==> config.mk <==
export PLATFORM = sky130hd
export DESIGN_NAME = fifo_burst_reader
export DESIGN_NICKNAME = d
export VERILOG_FILES = /design/src/rtl/fifo_burst_reader.sv
export SDC_FILE = /design/constraint.sdc
export NUM_CORES = 1
export LEC_CHECK = 0
export ABC_AREA = 1
export ABC_CLOCK_PERIOD_IN_PS = 1900
export CAP_MARGIN = 20
export CORE_MARGIN = 1
export CORE_UTILIZATION = 56
export CTS_CLUSTER_DIAMETER = 50
export CTS_CLUSTER_SIZE = 16
export DETAILED_ROUTE_END_ITERATION = 10
export DONT_BUFFER_PORTS = 1
export PLACE_DENSITY = 0.74
export SYNTH_ARGS = -nofsm -noshare
export SYNTH_HDL_FRONTEND = slang
export SYNTH_SLANG_ARGS = --single-unit
==> constraint.sdc <==
create_clock -name rd_clk_i -period 1.9 [get_ports rd_clk_i]
set_input_delay 0.38 -clock rd_clk_i [delete_from_list [all_inputs] [get_ports rd_clk_i]]
set_output_delay 0.38 -clock rd_clk_i [all_outputs]
set_load 0.02 [all_outputs]
==> src/rtl/fifo_burst_reader.sv <==
// Read-side FIFO consumer: pops a commanded burst and streams it out through a 3-entry skid buffer.
// Optional empty-stall timeout is enabled by defining FIFO_RD_TIMEOUT_EN.
module fifo_burst_reader #(
    parameter int unsigned WIDTH   = 8,
    parameter int unsigned LEN_W   = 10,
    parameter int unsigned TIMEOUT = 64
) (
    input  logic             rd_clk_i,
    input  logic             rst_i,
    input  logic             start_i,
    input  logic [LEN_W-1:0] len_i,
    input  logic             abort_i,
    output logic             busy_o,
    output logic             done_o,
    output logic             error_o,
    output logic             rd_en_o,
    input  logic [WIDTH-1:0] rdata_i,
    input  logic             empty_i,
    output logic [WIDTH-1:0] m_data_o,
    output logic             m_valid_o,
    input  logic             m_ready_i
);

    typedef enum logic [1:0] {StIdle, StRun, StDrain} state_e;

    state_e           state_q;
    logic [LEN_W-1:0] remaining_q;
    logic             inflight_q;
    logic [WIDTH-1:0] mem_q [3];
    logic [1:0]       rd_ptr_q;
    logic [1:0]       wr_ptr_q;
    logic [1:0]       cnt_q;
    logic             done_q;
    logic             xfer;

`ifdef FIFO_RD_TIMEOUT_EN
    localparam int unsigned StallW = $clog2(TIMEOUT + 1);
    logic [StallW-1:0] stall_q;
    logic              error_q;
    assign error_o = error_q;
`else
    assign error_o = 1'b0;
`endif

    function automatic logic [1:0] ptr_inc(input logic [1:0] p);
        return (p == 2'd2) ? 2'd0 : p + 2'd1;
    endfunction

    // Words already popped but not yet captured still reserve a buffer slot.
    assign rd_en_o = (state_q == StRun) & ~abort_i & ~empty_i & (remaining_q != '0) &
                     ((cnt_q + {1'b0, inflight_q}) < 2'd3);

    assign m_valid_o = (cnt_q != 2'd0);
    assign m_data_o  = mem_q[rd_ptr_q];
    assign xfer      = m_valid_o & m_ready_i;
    assign busy_o    = (state_q != StIdle);
    assign done_o    = done_q;

    always_ff @(posedge rd_clk_i) begin
        if (rst_i) begin
            state_q     <= StIdle;
            remaining_q <= '0;
            inflight_q  <= 1'b0;
            rd_ptr_q    <= 2'd0;
            wr_ptr_q    <= 2'd0;
            cnt_q       <= 2'd0;
            done_q      <= 1'b0;
            for (int i = 0; i < 3; i++) begin
                mem_q[i] <= '0;
            end
`ifdef FIFO_RD_TIMEOUT_EN
            stall_q     <= '0;
            error_q     <= 1'b0;
`endif
        end else begin
            done_q     <= 1'b0;
            inflight_q <= rd_en_o;
`ifdef FIFO_RD_TIMEOUT_EN
            error_q    <= 1'b0;
            stall_q    <= '0;
`endif

            if (inflight_q) begin
                mem_q[wr_ptr_q] <= rdata_i;
                wr_ptr_q        <= ptr_inc(wr_ptr_q);
            end
            if (xfer) begin
                rd_ptr_q <= ptr_inc(rd_ptr_q);
            end
            if (inflight_q && !xfer) begin
                cnt_q <= cnt_q + 2'd1;
            end else if (!inflight_q && xfer) begin
                cnt_q <= cnt_q - 2'd1;
            end

            if (rd_en_o) begin
                remaining_q <= remaining_q - 1'b1;
            end

            unique case (state_q)
                StIdle: begin
                    if (start_i) begin
                        if (len_i != '0) begin
                            state_q     <= StRun;
                            remaining_q <= len_i;
                        end else begin
                            done_q <= 1'b1;
                        end
                    end
                end
                StRun: begin
                    if (abort_i) begin
                        state_q <= StDrain;
                    end else if (rd_en_o && remaining_q == LEN_W'(1)) begin
                        state_q <= StDrain;
                    end
`ifdef FIFO_RD_TIMEOUT_EN
                    else if (empty_i && remaining_q != '0) begin
                        if (stall_q == StallW'(TIMEOUT - 1)) begin
                            error_q <= 1'b1;
                            state_q <= StDrain;
                        end else begin
                            stall_q <= stall_q + 1'b1;
                        end
                    end
`endif
                end
                StDrain: begin
                    if (cnt_q == 2'd0 && !inflight_q) begin
                        state_q <= StIdle;
                        done_q  <= 1'b1;
                    end
                end
                default: state_q <= StIdle;
            endcase
        end
    end

endmodule

==> flow_summary.yaml <==
setup_path:
  critPathMaxFanout: 7
  critPathSlowestCell: "dfxtp_2"
  max_stage_delay_ns: 0.35
  required_ns: 1.52
  arrival_ns: 1.50
  critical_path.endpoint: "rd_en_o"
  startpoint_of_the_most_critical_setup_path: "remaining_q[0]$_SDFF_PP0_"
  startpoint_type: "flop"
  critical_path.reg2reg.endpoint: "remaining_q[2]$_SDFF_PP0_"
  cp_cell_sequence: "inv_2, ha_4, inv_2, nor3_4, nand3_2, nand2_4, clkinv_8"
  worst-r2r-cell-count: 11
  cp_common_cell: "inv_2"
  r2r_start: "inflight_q$_SDFF_PP0_"
  end_kind: "output port"
  worst-r2r-setup-slack_ns: 0.18
  worstSetupPathType: "flop to output port"
clock_tree:
  numCtsBuffers: 5
  htree_levels: 2
  clk-insertion-delay-late_ns: 0.32
  tritoncts_num_sinks: 54
  ctsHoldBuffers: 0
  path_clk_slew_ns: 0.10
  tritoncts: "yes"
  clock-root-buffer: "clkbuf_8"
  clockBufferDepth: 2
routing:
  drt_first_iter_violations: 135
  routedLengthMet1_um: 2350
  route.final.wire_length_um: 5720
  detailroute.wirelength.met2_um: 3000
  detailroute.via_count: 2154
  avgViaCountPerCell: 5.57
  drc: 2
  postRouteAntennaNets: 0
  highest-signal-layer: "met4"
  route.detailed.wl_per_inst_um: 14.8
  detailroute.wirelength.met3_um: 251
  drtPass1Iterations: 7
logic_synthesis:
  synth-seq-cells: 54
  netlist-cell-type-count: 34
  proportion_of_synthesized_chip_area_in_sequential_cells_pct: 52.3
  synthDominantAreaCellType: "edfxtp_1"
  syn_area_mm2: 0.00268
  fraction_of_synthesis_flops_using_an_asynchronous_set_or_reset_pin_pct: 0
  synth-compound-area-share_pct: 12.0
  synthAdderAreaFrac_pct: 2.34
  post_synth_xor_area_fraction_pct: 1.63
  synth.area.top_cells: "edfxtp_1, dfxtp_1, nor2_1"
  largest_family_of_logic_cells_by_synthesized_area: "simple AND/OR/NAND/NOR gates"
  syn-mean-instance-area_um2: 8.61
  synth_largest_type_area_fraction_pct: 35.9
  synth_warnings: 0
  syn_inst: 311
  mappedNetlistNets: 340
  synth-main-ff-cell: "edfxtp_1"
  synth_enable_flop_cells: 32
  synth_simple_gate_area_share_pct: 23.9
  synth_mux_area_share_pct: 0
job:
  timing.max_cap.violations: 0
timing:
  whs_ns: 0.110
  rsz0062_at_grt: "true"
  finalClockSkew_ns: 0.0102
  timing.final.setup_violations: 0
  finalHoldViolations: 0
  timing.final.max_slew_violations: 0
  fin_crit_sh_pct: 98.9
  timing.final.crit_period_ns: 1.88
  clock.fmax_mhz: 532
global_route:
  grt_overflow_total: 0
  track_usage_pct: 23.9
  antenna_found_initial: 0
  grt_pass1_wl_um: 9070
  vias_in_the_first_global_route: 2028
  pin_count_of_the_biggest_net_entering_global_routing: 19
die:
  dieWidth_um: 71.2
  die_h_um: 71.2
  effective_utilization_at_floorplan_pct: 59.9
  design.die.area_mm2: 0.00506
  core.rowCount: 24
  floorplan.core_area_mm2: 0.00447
  io_pins: 37
finish:
  antennaDiodeCount: 0
  finish.instance_area_mm2: 0.00302
  fin_nets: 363
  final_core_util_pct: 67.4
  n_fill_cell: 369
  area_delta_synth_final_pct: 12.6
  share_of_layout_cells_above_drive_strength_1_pct: 19.1
min_path:
  path_class_of_the_lowest_slack_min_delay_path: "input port to flop"
place:
  routabilityCongestion: 0.878
  placed_cell_area_mm2: 0.00281
  detailed_place_hpwl_um: 3710
  numPortBuffers: 0
power:
  pwr_density_cell_mw_per_mm2: 931
  vdd_ir_drop_max_uv: 491
  cellLeakagePower_nw: 1.26
outcome:
  violations: "design-rule violations"
  outcome: "complete, but fails checks"
critical path: cells and delay by family (launching register included):
kind,cells,cell delay (ns)
flops,1,0.35
buf+inv,3,0.24
simple gates,3,0.47
fa+ha+maj,1,0.13
logic make-up after synthesis:
family	count (synthesis)
AO/OA/AOI/OAI	58
XOR/XNOR	5
adder cells (fa/ha/maj)	5
buffers and inverters	48
flip-flops	54
other	1
AND/OR/NAND/NOR	140
synthesized netlist by cell type, types with 5 or more instances:
cell      number
dfxtp_1       22
inv_1         36
o21ai_0       29
nor2_1        69
edfxtp_1      32
a21oi_1       14
o22ai_1        8
ha_1           5
nand2_1       35
nand3_1       15
xor2_1         5
nand3_2        5
worst min path at each step:
stage,start,endpoint,slack (ns),cells past startpoint
5_1_grt,rst_i,remaining_q[9]$_SDFF_PP0_,0.1,1
3_3_place_gp,rst_i,remaining_q[9]$_SDFF_PP0_,0.45,1
3_5_place_dp,rst_i,remaining_q[9]$_SDFF_PP0_,0.45,1
2_1_floorplan,rd_ptr_q[1]$_SDFFE_PP0P_,flop,0.46,2
4_1_cts,rst_i,cnt_q[0]$_SDFFE_PP0P_,0.10,1
6_report,rst_i,cnt_q[0]$_SDFFE_PP0P_,0.11,1
cell type report:
type	instances	area (um^2)	share of cell area [%]
tap	52	65.1	2.16
timing repair buffer	21	161	5.35
sequential	54	1410	46.7
inverter	41	173	5.72
timing repair inverter	2	16.3	0.539
multi-input combinational	209	1100	36.4
clock inverter	3	23.8	0.788
clock buffer	5	68.8	2.28
layout by cell type (no fill, tap or decap), drive strengths merged, types with 8 or more instances in the layout:
cell type | netlist | final
o21ai | 31 | 31
nand3 | 20 | 20
buf | 3 | 21
nand2 | 40 | 40
o22ai | 8 | 8
a21oi | 14 | 14
dfxtp | 22 | 22
nor2 | 72 | 72
inv | 41 | 41
edfxtp | 32 | 32
layer usage:
layer	global-route usage (%)	up-vias
li1	-	1071
met1	28.6	1020
met2	41.6	55
met3	4.99	8
met4	10.7	0
met5	0	-
repair_timing:
item | 4_1_cts | 5_1_grt
setup endpoints to repair | 1 | 6
pin swaps | 0 | 4
gates cloned | 0 | 2
gates resized for setup | 4 | 17
setup buffers | 0 | 6
through the flow:
| step | cells | worst slack, ns | setup TNS [ns] | power (W) |
|---|---|---|---|---|
| 2_1_floorplan | 311 | 0.168 | 0 | 0.00189 |
| 3_3_place_gp | 371 | 0.341 | 0 | 0.00208 |
| 3_5_place_dp | 371 | 0.289 | 0 | 0.00209 |
| 4_1_cts | 379 | 0.00348 | 0 | 0.00276 |
| 5_1_grt | 387 | -0.0379 | -0.0398 | 0.00296 |
| 6_report | 387 | 0.0200 | 0 | 0.00281 |
where the power goes:
part / total, W / switching (W) / internal (W) / leakage [nW]
registers: 0.00138 / 0.0000691 / 0.00131 / 0.502
logic: 0.000743 / 0.000462 / 0.000281 / 0.715
clock network: 0.000682 / 0.000417 / 0.000265 / 0.0408
sequential cells by signal, indices dropped and copies added (netlist names), named ones only:
| name | flops |
|---|---|
| done_o | 1 |
| cnt_q | 2 |
| inflight_q | 1 |
| wr_ptr_q | 2 |
| remaining_q | 10 |
| rd_ptr_q | 2 |
| state_q | 2 |
| mem_q | 32 |
No activity file was read; power rests on OpenSTA's default activity.
